==> config.mk <==
export PLATFORM = sky130hd
export DESIGN_NAME = phi_slice_sched
export DESIGN_NICKNAME = d
export VERILOG_FILES = /design/src/rtl/jet_ts_pkg.sv /design/src/rtl/cl_mux_reg.sv /design/src/rtl/phi_slice_sched.sv
export SDC_FILE = /design/constraint.sdc
export NUM_CORES = 1
export LEC_CHECK = 0
export ABC_AREA = 1
export BUFFER_PORTS_ARGS = -buffer_cell sky130_fd_sc_hd__buf_2
export CAP_MARGIN = 10
export CORE_AREA = 2 2 322 324
export DETAILED_ROUTE_END_ITERATION = 8
export DIE_AREA = 0 0 324 326
export HOLD_SLACK_MARGIN = 0.12
export PLACE_DENSITY = 0.37
export SYNTH_ARGS = -nofsm -noshare
export SYNTH_HDL_FRONTEND = slang
export SYNTH_SLANG_ARGS = --single-unit
export TNS_END_PERCENT = 10
==> constraint.sdc <==
create_clock -name clk -period 14.4 [get_ports clk]
set_input_delay 4.32 -clock clk [delete_from_list [all_inputs] [get_ports clk]]
set_output_delay 4.32 -clock clk [all_outputs]
set_load 0.02 [all_outputs]
==> src/rtl/jet_ts_pkg.sv <==
// jet_ts_pkg: shared state encodings and cluster-word layout
// for the per-phi-slice clustering scheduler.
package jet_ts_pkg;

  localparam int IDXW    = 5;
  localparam int PT_LSB  = 0;
  localparam int ETA_LSB = 9;
  localparam int XC_LSB  = 14;
  localparam int NT_LSB  = 18;

  typedef enum logic [2:0] {
    S_IDLE  = 3'd0,
    S_READ  = 3'd1,
    S_FILL  = 3'd2,
    S_SEEK  = 3'd3,
    S_GRANT = 3'd4,
    S_FIN   = 3'd5
  } sched_state_e;

endpackage

==> src/rtl/cl_mux_reg.sv <==
// cl_mux_reg: selects one slice's cluster stream by index
// and registers it with its phi tag.
module cl_mux_reg
  import jet_ts_pkg::*;
#(
  parameter int NPHI = 27,
  parameter int CLW  = 23
) (
  input  logic                clk,
  input  logic                reset,
  input  logic                en,
  input  logic [IDXW-1:0]     sel,
  input  logic [NPHI*CLW-1:0] cl_in,
  input  logic [NPHI-1:0]     vld_in,
  output logic [CLW-1:0]      cl_out,
  output logic [IDXW-1:0]     cl_phi,
  output logic                cl_valid
);

  logic [CLW-1:0]  cl_out_q, cl_out_d;
  logic [IDXW-1:0] cl_phi_q, cl_phi_d;
  logic            cl_valid_q, cl_valid_d;
  logic [CLW-1:0]  sel_cl;
  logic            sel_v;

  always_comb begin
    sel_cl = '0;
    sel_v  = 1'b0;
    for (int k = 0; k < NPHI; k++) begin
      if (sel == IDXW'(k)) begin
        sel_cl = cl_in[k*CLW +: CLW];
        sel_v  = vld_in[k];
      end
    end
    cl_valid_d = en & sel_v;
    cl_out_d   = en ? sel_cl : cl_out_q;
    cl_phi_d   = en ? sel : cl_phi_q;
  end

  always_ff @(posedge clk or posedge reset) begin
    if (reset) begin
      cl_out_q   <= '0;
      cl_phi_q   <= '0;
      cl_valid_q <= 1'b0;
    end else begin
      cl_out_q   <= cl_out_d;
      cl_phi_q   <= cl_phi_d;
      cl_valid_q <= cl_valid_d;
    end
  end

  assign cl_out   = cl_out_q;
  assign cl_phi   = cl_phi_q;
  assign cl_valid = cl_valid_q;

endmodule

==> src/rtl/phi_slice_sched.sv <==
// phi_slice_sched: per-event sequencer granting the shared
// merge-jets input to each enabled phi slice in turn.
module phi_slice_sched
  import jet_ts_pkg::*;
#(
  parameter int NPHI = 27,
  parameter int CLW  = 23,
  parameter int TMO  = 64
) (
  input  logic                clk,
  input  logic                reset,
  input  logic                evt_start,
  input  logic                evt_stop,
  input  logic [NPHI-1:0]     slice_en,
  input  logic [NPHI-1:0]     slice_filled,
  input  logic [NPHI-1:0]     slice_done,
  input  logic [NPHI*CLW-1:0] slice_cl,
  input  logic [NPHI-1:0]     slice_cl_valid,
  output logic                start,
  output logic                stop,
  output logic [NPHI-1:0]     mj_ready,
  output logic [CLW-1:0]      cl_out,
  output logic [4:0]          cl_phi,
  output logic                cl_valid,
  output logic                evt_done,
  output logic [NPHI-1:0]     tmo_err,
  output logic [2:0]          state_out
);

  // one extra bit so idx can reach NPHI when NPHI is 32
  localparam int IW = IDXW + 1;

  sched_state_e    state_q, state_d;
  logic [IW-1:0]   idx_q, idx_d;
  logic [NPHI-1:0] en_q, en_d;
  logic [7:0]      tmr_q, tmr_d;
  logic [NPHI-1:0] mj_q, mj_d;
  logic [NPHI-1:0] tmo_q, tmo_d;
  logic            start_q, start_d;
  logic            stop_q, stop_d;
  logic            done_q, done_d;
  logic [IDXW-1:0] g_q, g_d;
  logic [1:0]      drain_q, drain_d;
  logic [NPHI-1:0] idx_oh;
  logic            en_hit, done_hit, fwd_en;

  always_comb begin
    idx_oh = '0;
    for (int k = 0; k < NPHI; k++) begin
      idx_oh[k] = (idx_q == IW'(k));
    end
  end

  assign en_hit   = |(en_q & idx_oh);
  assign done_hit = |(slice_done & idx_oh);
  assign fwd_en   = (state_q == S_GRANT) || (drain_q != 2'd0);

  always_comb begin
    state_d = state_q;
    idx_d   = idx_q;
    en_d    = en_q;
    tmr_d   = tmr_q;
    mj_d    = mj_q;
    tmo_d   = tmo_q;
    start_d = 1'b0;
    stop_d  = 1'b0;
    done_d  = 1'b0;
    g_d     = g_q;
    drain_d = (drain_q != 2'd0) ? drain_q - 2'd1 : 2'd0;
    if (evt_start) begin
      start_d = 1'b1;
      en_d    = slice_en;
      tmo_d   = '0;
      idx_d   = '0;
      mj_d    = '0;
      drain_d = 2'd0;
      state_d = S_READ;
    end else begin
      unique case (state_q)
        S_IDLE: ;
        S_READ: begin
          if (evt_stop) begin
            stop_d  = 1'b1;
            state_d = S_FILL;
          end
        end
        S_FILL: begin
          if (en_q == '0) begin
            done_d  = 1'b1;
            state_d = S_FIN;
          end else if ((slice_filled & en_q) == en_q) begin
            state_d = S_SEEK;
          end
        end
        S_SEEK: begin
          if (idx_q == IW'(NPHI)) begin
            done_d  = 1'b1;
            state_d = S_FIN;
          end else if (en_hit) begin
            mj_d    = idx_oh;
            tmr_d   = '0;
            g_d     = idx_q[IDXW-1:0];
            drain_d = 2'd0;
            state_d = S_GRANT;
          end else begin
            idx_d = idx_q + IW'(1);
          end
        end
        S_GRANT: begin
          tmr_d = tmr_q + 8'd1;
          if (done_hit || tmr_q == 8'(TMO - 1)) begin
            if (!done_hit) tmo_d = tmo_q | idx_oh;
            mj_d    = '0;
            idx_d   = idx_q + IW'(1);
            drain_d = 2'd2;
            state_d = S_SEEK;
          end
        end
        S_FIN:   state_d = S_IDLE;
        default: state_d = S_IDLE;
      endcase
    end
  end

  always_ff @(posedge clk or posedge reset) begin
    if (reset) begin
      state_q <= S_IDLE;
      idx_q   <= '0;
      en_q    <= '0;
      tmr_q   <= '0;
      mj_q    <= '0;
      tmo_q   <= '0;
      start_q <= 1'b0;
      stop_q  <= 1'b0;
      done_q  <= 1'b0;
      g_q     <= '0;
      drain_q <= 2'd0;
    end else begin
      state_q <= state_d;
      idx_q   <= idx_d;
      en_q    <= en_d;
      tmr_q   <= tmr_d;
      mj_q    <= mj_d;
      tmo_q   <= tmo_d;
      start_q <= start_d;
      stop_q  <= stop_d;
      done_q  <= done_d;
      g_q     <= g_d;
      drain_q <= drain_d;
    end
  end

  cl_mux_reg #(
    .NPHI (NPHI),
    .CLW  (CLW)
  ) u_mux (
    .clk      (clk),
    .reset    (reset),
    .en       (fwd_en),
    .sel      (g_q),
    .cl_in    (slice_cl),
    .vld_in   (slice_cl_valid),
    .cl_out   (cl_out),
    .cl_phi   (cl_phi),
    .cl_valid (cl_valid)
  );

  assign start     = start_q;
  assign stop      = stop_q;
  assign mj_ready  = mj_q;
  assign evt_done  = done_q;
  assign tmo_err   = tmo_q;
  assign state_out = state_q;

endmodule

## Word-level counts from Yosys, hierarchy flattened

Index checks and enable logic that the tools add are counted.

| word-level totals | value |
|---|---|
| register bits | 137 |
| output and inout bits | 89 |

| cells by class | value |
|---|---|
| $add $sub $neg | 3 |
| eq/ne operators | 70 |
| mux-type cells | 93 |
| bitwise logic cells | 7 |
| reduce and logical (&&, ||, !) cells | 19 |

Operators with widths:

| kind | count |
|---|---|
| 23-bit two-way mux | 27 |
| 27-bit two-way mux | 8 |
| 27-bit bitwise AND | 3 |
| 6-bit by 5-bit == test with 1-bit output (second input constant) | 12 |
| 5-bit == test (second input constant) | 11 |
| 27-bit case mux with 2 select lines | 1 |
| 27-bit OR reduction | 2 |
| 6-bit by 4-bit == test with 1-bit output (second input constant) | 8 |
| 5-bit by 4-bit == test with 1-bit output (second input constant) | 8 |
| 1-bit two-way mux | 34 |
| 27-bit == test | 1 |
| 27-bit logical NOT | 1 |
| 27-bit OR | 1 |
| 6-bit by 3-bit == test with 1-bit output (second input constant) | 4 |
| 6-bit two-way mux | 4 |
| 3-bit two-way mux | 7 |
| 5-bit by 3-bit == test with 1-bit output (second input constant) | 4 |
| 8-bit two-way mux | 2 |
| 8-bit case mux with 2 select lines | 1 |
| 4-bit AND reduction | 4 |
| 3-bit case mux with 5 select lines | 1 |
| 6-bit by 2-bit == test with 1-bit output (second input constant) | 2 |
| 3-bit != test (second input constant) | 4 |
| 6-bit case mux with 2 select lines | 1 |
| 26 further kinds | 41 |

## Logic depth before layout (Yosys ltp)

| depth | value |
|---|---|
| word-level depth | 29 |
| mapped depth | 23 |
| mapped depth without buffers | 23 |

## Cells and area by module

From an unflattened synthesis, not the netlist that was laid out.

| unflattened totals | value |
|---|---|
| cell total of the unflattened synthesis | 2,200 |
| area total of the unflattened synthesis | 12,490.7 um^2 |

By module, submodules not included:

| module | times used | cells an instance | area each (um^2) | seq. area each (um^2) |
|---|---|---|---|---|
| cl_mux_reg | 1 | 1,409 | 6,635.1 | 725.7 |
| phi_slice_sched | 1 | 791 | 5,855.6 | 2,702.6 |

## Least setup slack after synthesis

Ideal clock, no wire load.

| path | value |
|---|---|
| path kind | input to register |
| start point | input slice_done[18] |
| end point | register idx_q[5] |
| library setup time | 0.132 ns |
| data arrival time | 5.542 ns |
| slack | 8.726 ns |
| stages | 13 |
| path through | inv_1 nor2_1 nor4_1 nand4_1 nor2_1 nand3_2 nand2_1 a21oi_2 nor2_4 nor3_2 nand2_1 xor2_1 nor2_1 |

| on the way | value |
|---|---|
| longest elaborated chain between the ends | 5 |

RTL lines:

| element | RTL line | RTL |
|---|---|---|
| start: declaration | phi_slice_sched.sv:16 | `input logic [NPHI-1:0] slice_done,` |
| 27-bit bitwise AND | phi_slice_sched.sv:55 | `assign done_hit = \|(slice_done & idx_oh);` |
| 27-bit OR reduction | phi_slice_sched.sv:55 |  |
| 1-bit logical OR | phi_slice_sched.sv:111 | `if (done_hit \|\| tmr_q == 8'(TMO - 1)) begin` |
| 3-bit by 2-bit != test with 1-bit output (no line) | n/a |  |
| 4-bit AND reduction (no line) | n/a |  |
| end signal: assignment | phi_slice_sched.sv:140 | `idx_q <= idx_d;` |
| end: declaration | phi_slice_sched.sv:34 | `logic [IW-1:0] idx_q, idx_d;` |

No other way between the ends.
A chain may end at the register's enable or synchronous reset.

## Final worst setup path

| path | value |
|---|---|
| start point | input slice_cl[32] |
| end point | register u_mux.cl_out_q[9] (netlist: u_mux.cl_out[9]) |

| on the way | value |
|---|---|
| longest elaborated chain between the ends | 26 |

RTL lines:

| element | RTL line | RTL |
|---|---|---|
| start: declaration | phi_slice_sched.sv:17 | `input logic [NPHI*CLW-1:0] slice_cl,` |
| 23-bit two-way mux (26 in series) | cl_mux_reg.sv:30 | `if (sel == IDXW'(k)) begin` |
| end signal: assignment | cl_mux_reg.sv:46 | `cl_out_q <= cl_out_d;` |
| end: declaration | cl_mux_reg.sv:20 | `logic [CLW-1:0] cl_out_q, cl_out_d;` |

No other way between the ends.

==> flow_summary.ini <==
[floorplan]
core-area_mm2 = 0.103
die_h_um = 326
start_util = 0.117
die_w_um = 324
num_rows = 118
ios = 822
die_area_mm2 = 0.106

[sta]
tns_ps = 0
hold_viol = 0
worst_pin_slew_ps = 1090
fmax_ghz = 0.148
rsz0062_at_grt = no
period_minus_slack_ps = 6770
fin_crit_sh = 0.470
skew_ps = 16.7
slew_violations = 0
setup_viol = 0
relSlewSlack = 0.269

[drt]
drc_errors = 0
routed_wl_mm = 98.0
wl_per_cell_um = 23.0
drtPass1Iterations = 5
vias = 16800
detail-route-antenna-nets = 0
drtIter0Drc = 1259
via_per_inst = 3.96

[synth]
synth.distinct_cells = 50
yosys.area_share.xor_xnor = 0.000730
synth_fp_nets = 2799
yosysWarnings = 0
synth_mux_area_frac = 0
synthesis.instances = 2061
synthSimpleGateAreaFrac = 0.509
syn_area_mm2 = 0.0120
synth_fa_ha_area_frac = 0.00521
synth_compound_area_frac = 0.0875
seq_area_frac_synth = 0.286
synth_top_family_by_area = simple AND/OR/NAND/NOR gates
syn_avg_cell_area_um2 = 5.82
ys_seq_elements = 137

[critical_path]
crit-reg2reg-launch = g_q[2]$_DFFE_PP0P_
rrSetupSlack_ps = 10220
endpoint_kind = flip-flop
arrival_ps = 7130
r2r.worst_path.cells = 18
reg2reg_to = u_mux.cl_out[16]$_DFFE_PP0P_
cp.required_ps = 14760
start_kind = input pin
worst-path-max-fanout = 1
criticalPathCategory = in2reg

[clock_network]
cts_tree = yes
cts_sinks = 137
cts_resized = 0
cts_max_level = 4
cts_made_buffers = 17
cts.clk_slew.worst_paths_ps = 70
cts_buffer_depth = 2
clock_latency_ps = 470
post_cts_buffers = 0
holdBufCountCts = 0
root_buffer = clkbuf_16

[layout]
area_growth_pct = 53.1
stdcell_count = 4254
fin_nets = 3592
layout-drive-gt1-share = 0.356

[job]
drv_cap = 0

[hold_path]
hold_end = u_mux.cl_out[21]$_DFFE_PP0P_
min_from = u_mux.cl_out[21]$_DFFE_PP0P_
worstHoldPathCells = 2
holdCritPathClass = reg2reg

[outcome]
status = complete, no violations

[pwr]
p_leak_nw = 9.56
p_total_w = 0.00285
powerDensity_mw_per_mm2 = 155
ir_drop_v = 0.0000637

[placement]
portBuffers = 821
place_congestion = 0.948
hpwl_mm = 82.9
place_inst = 4215

[grt]
grt_max_degree = 78
grt_pass1_vias = 16800
antenna_found_initial = 33
grt.overflow.total = 0
grt_usage = 0.176
grt_pass1_wl_mm = 129
[placed cells by master, fill, tap and decap left out, types with 4 or more instances in the layout]
| cell type | netlist | layout |
|---|---|---|
| nor3_1 | 13 | 12 |
| inv_1 | 245 | 244 |
| ha_1 | 5 | 5 |
| buf_4 | 2 | 32 |
| o21ai_0 | 55 | 55 |
| o2111ai_1 | 4 | 4 |
| clkbuf_16 | 0 | 17 |
| buf_2 | 17 | 821 |
| nand2_2 | 6 | 6 |
| or2_0 | 5 | 5 |
| nand3_1 | 92 | 92 |
| o22ai_1 | 19 | 19 |
| nor2_1 | 330 | 311 |
| a31oi_1 | 5 | 5 |
| diode_2 | 0 | 7 |
| or2_2 | 56 | 56 |
| a21oi_1 | 69 | 69 |
| nor4_1 | 13 | 13 |
| nand2_1 | 698 | 698 |
| o21ai_1 | 22 | 22 |
| dfrtp_1 | 137 | 137 |
| a32o_1 | 6 | 6 |
| inv_6 | 0 | 6 |
| inv_2 | 17 | 17 |
| nor2_4 | 10 | 12 |
| nor3_2 | 5 | 6 |
| nor2_2 | 7 | 24 |
| nand4_1 | 132 | 132 |
[per-stage QoR]
step / worst slack (ps) / cell area [um2] / utilization / hold slack, ps
6_report: 7630 / 18400 / 0.179 / 482
5_1_grt: 7320 / 18400 / 0.179 / 493
3_3_place_gp: 7020 / 17800 / 0.174 / 458
2_1_floorplan: 6410 / 12000 / - / 456
3_5_place_dp: 7000 / 17800 / 0.174 / 461
4_1_cts: 7490 / 18400 / 0.179 / 481
[power breakdown]
group / internal [W] / switching (W) / leakage [nW]
registers: 0.000451 / 0.0000489 / 1.81
clock network: 0.000227 / 0.000218 / 0.277
logic: 0.000484 / 0.00142 / 7.47
total: 0.00116 / 0.00169 / 9.56
[cells in the mapped netlist, drive strengths merged]
library cell	instances	share of area
o22ai	19	0.0099
buf	25	0.011
a22o	1	0.00073
or2	62	0.032
nand3b	1	0.00063
nor3b	4	0.0029
a41oi	1	0.00073
o21ai	77	0.032
nand2	704	0.22
a21oi	70	0.030
xor2	1	0.00073
a31oi	5	0.0026
nor3	21	0.014
nor4	15	0.0089
a21boi	1	0.00063
o221ai	1	0.0013
nor2	347	0.12
and3	1	0.00052
o2111ai	4	0.0029
o211ai	1	0.00063
nand3	95	0.041
ha	5	0.0052
a2111oi	2	0.0015
inv	264	0.083
clkbuf	54	0.017
clkinv	3	0.00094
dfrtp	137	0.29
nand4	133	0.070
a32o	6	0.0050
nor4b	1	0.00073
[state kept, by name, indices dropped and copies added (netlist names)]
register        cells
drain_q             2
en_q               27
evt_done            1
g_q                 5
idx_q               6
mj_ready           27
start               1
state_out           3
stop                1
tmo_err            27
tmr_q               8
u_mux.cl_out       23
u_mux.cl_phi        5
u_mux.cl_valid      1
[area by class of cell]
| cell class | count | area, um2 |
|---|---|---|
| Antenna cell | 7 | 17.5 |
| Clock buffer | 17 | 425 |
| Clock inverter | 15 | 134 |
| Fill cell | 12200 | 84200 |
| Inverter | 267 | 1010 |
| Multi-Input combinational cell | 1578 | 7290 |
| Sequential cell | 137 | 3430 |
| Tap cell | 1380 | 1730 |
| Timing Repair Buffer | 853 | 4350 |
[worst max-delay path by stage]
stage	start	endpoint	slack, ps
floorplan	reset	drain_q[0]$_DFF_PP0_	6410
global placement	slice_cl[55]	u_mux.cl_out[9]$_DFFE_PP0P_	7020
detailed placement	slice_cl[32]	u_mux.cl_out[9]$_DFFE_PP0P_	7000
CTS	slice_cl[55]	u_mux.cl_out[9]$_DFFE_PP0P_	7490
global route	slice_cl[55]	u_mux.cl_out[9]$_DFFE_PP0P_	7320
finish	slice_cl[32]	u_mux.cl_out[9]$_DFFE_PP0P_	7630
[logic make-up (layout without fill, tap and decap cells)]
family                     Yosys count  after routing
and+or+nand+nor                   1384           1384
buffers and inverters              346           1152
AOI/OAI and AO/OA                  188            188
DFF                                137            137
adders and majority gates            5              5
xor gates and xnor gates             1              1
other                                0              7
[critical path, cell delays in order]
cell	delay, ps
buf_2	100
nand3_1	70
nand2_1	60
nor2_1	90
nand4_1	140
nor2_1	310
nand4_1	330
nor2_1	270
nand4_1	360
nand2_1	190
nand3_1	80
nand2_1	160
nand3_1	100
nand2_1	80
nand4_1	70
nand2_1	170
nand3_1	90
nand2_1	90
nand2_1	50
[routing by layer]
metal / vias up / global-route usage / part of all wire
li1: 8146 / - / -
met2: 742 / 0.291 / 0.46
met4: 34 / 0.0532 / 0.028
met1: 7798 / 0.218 / 0.43
met5: - / 0 / 0.0022
met3: 116 / 0.0528 / 0.082
No activity file was read; power rests on OpenSTA's default activity.
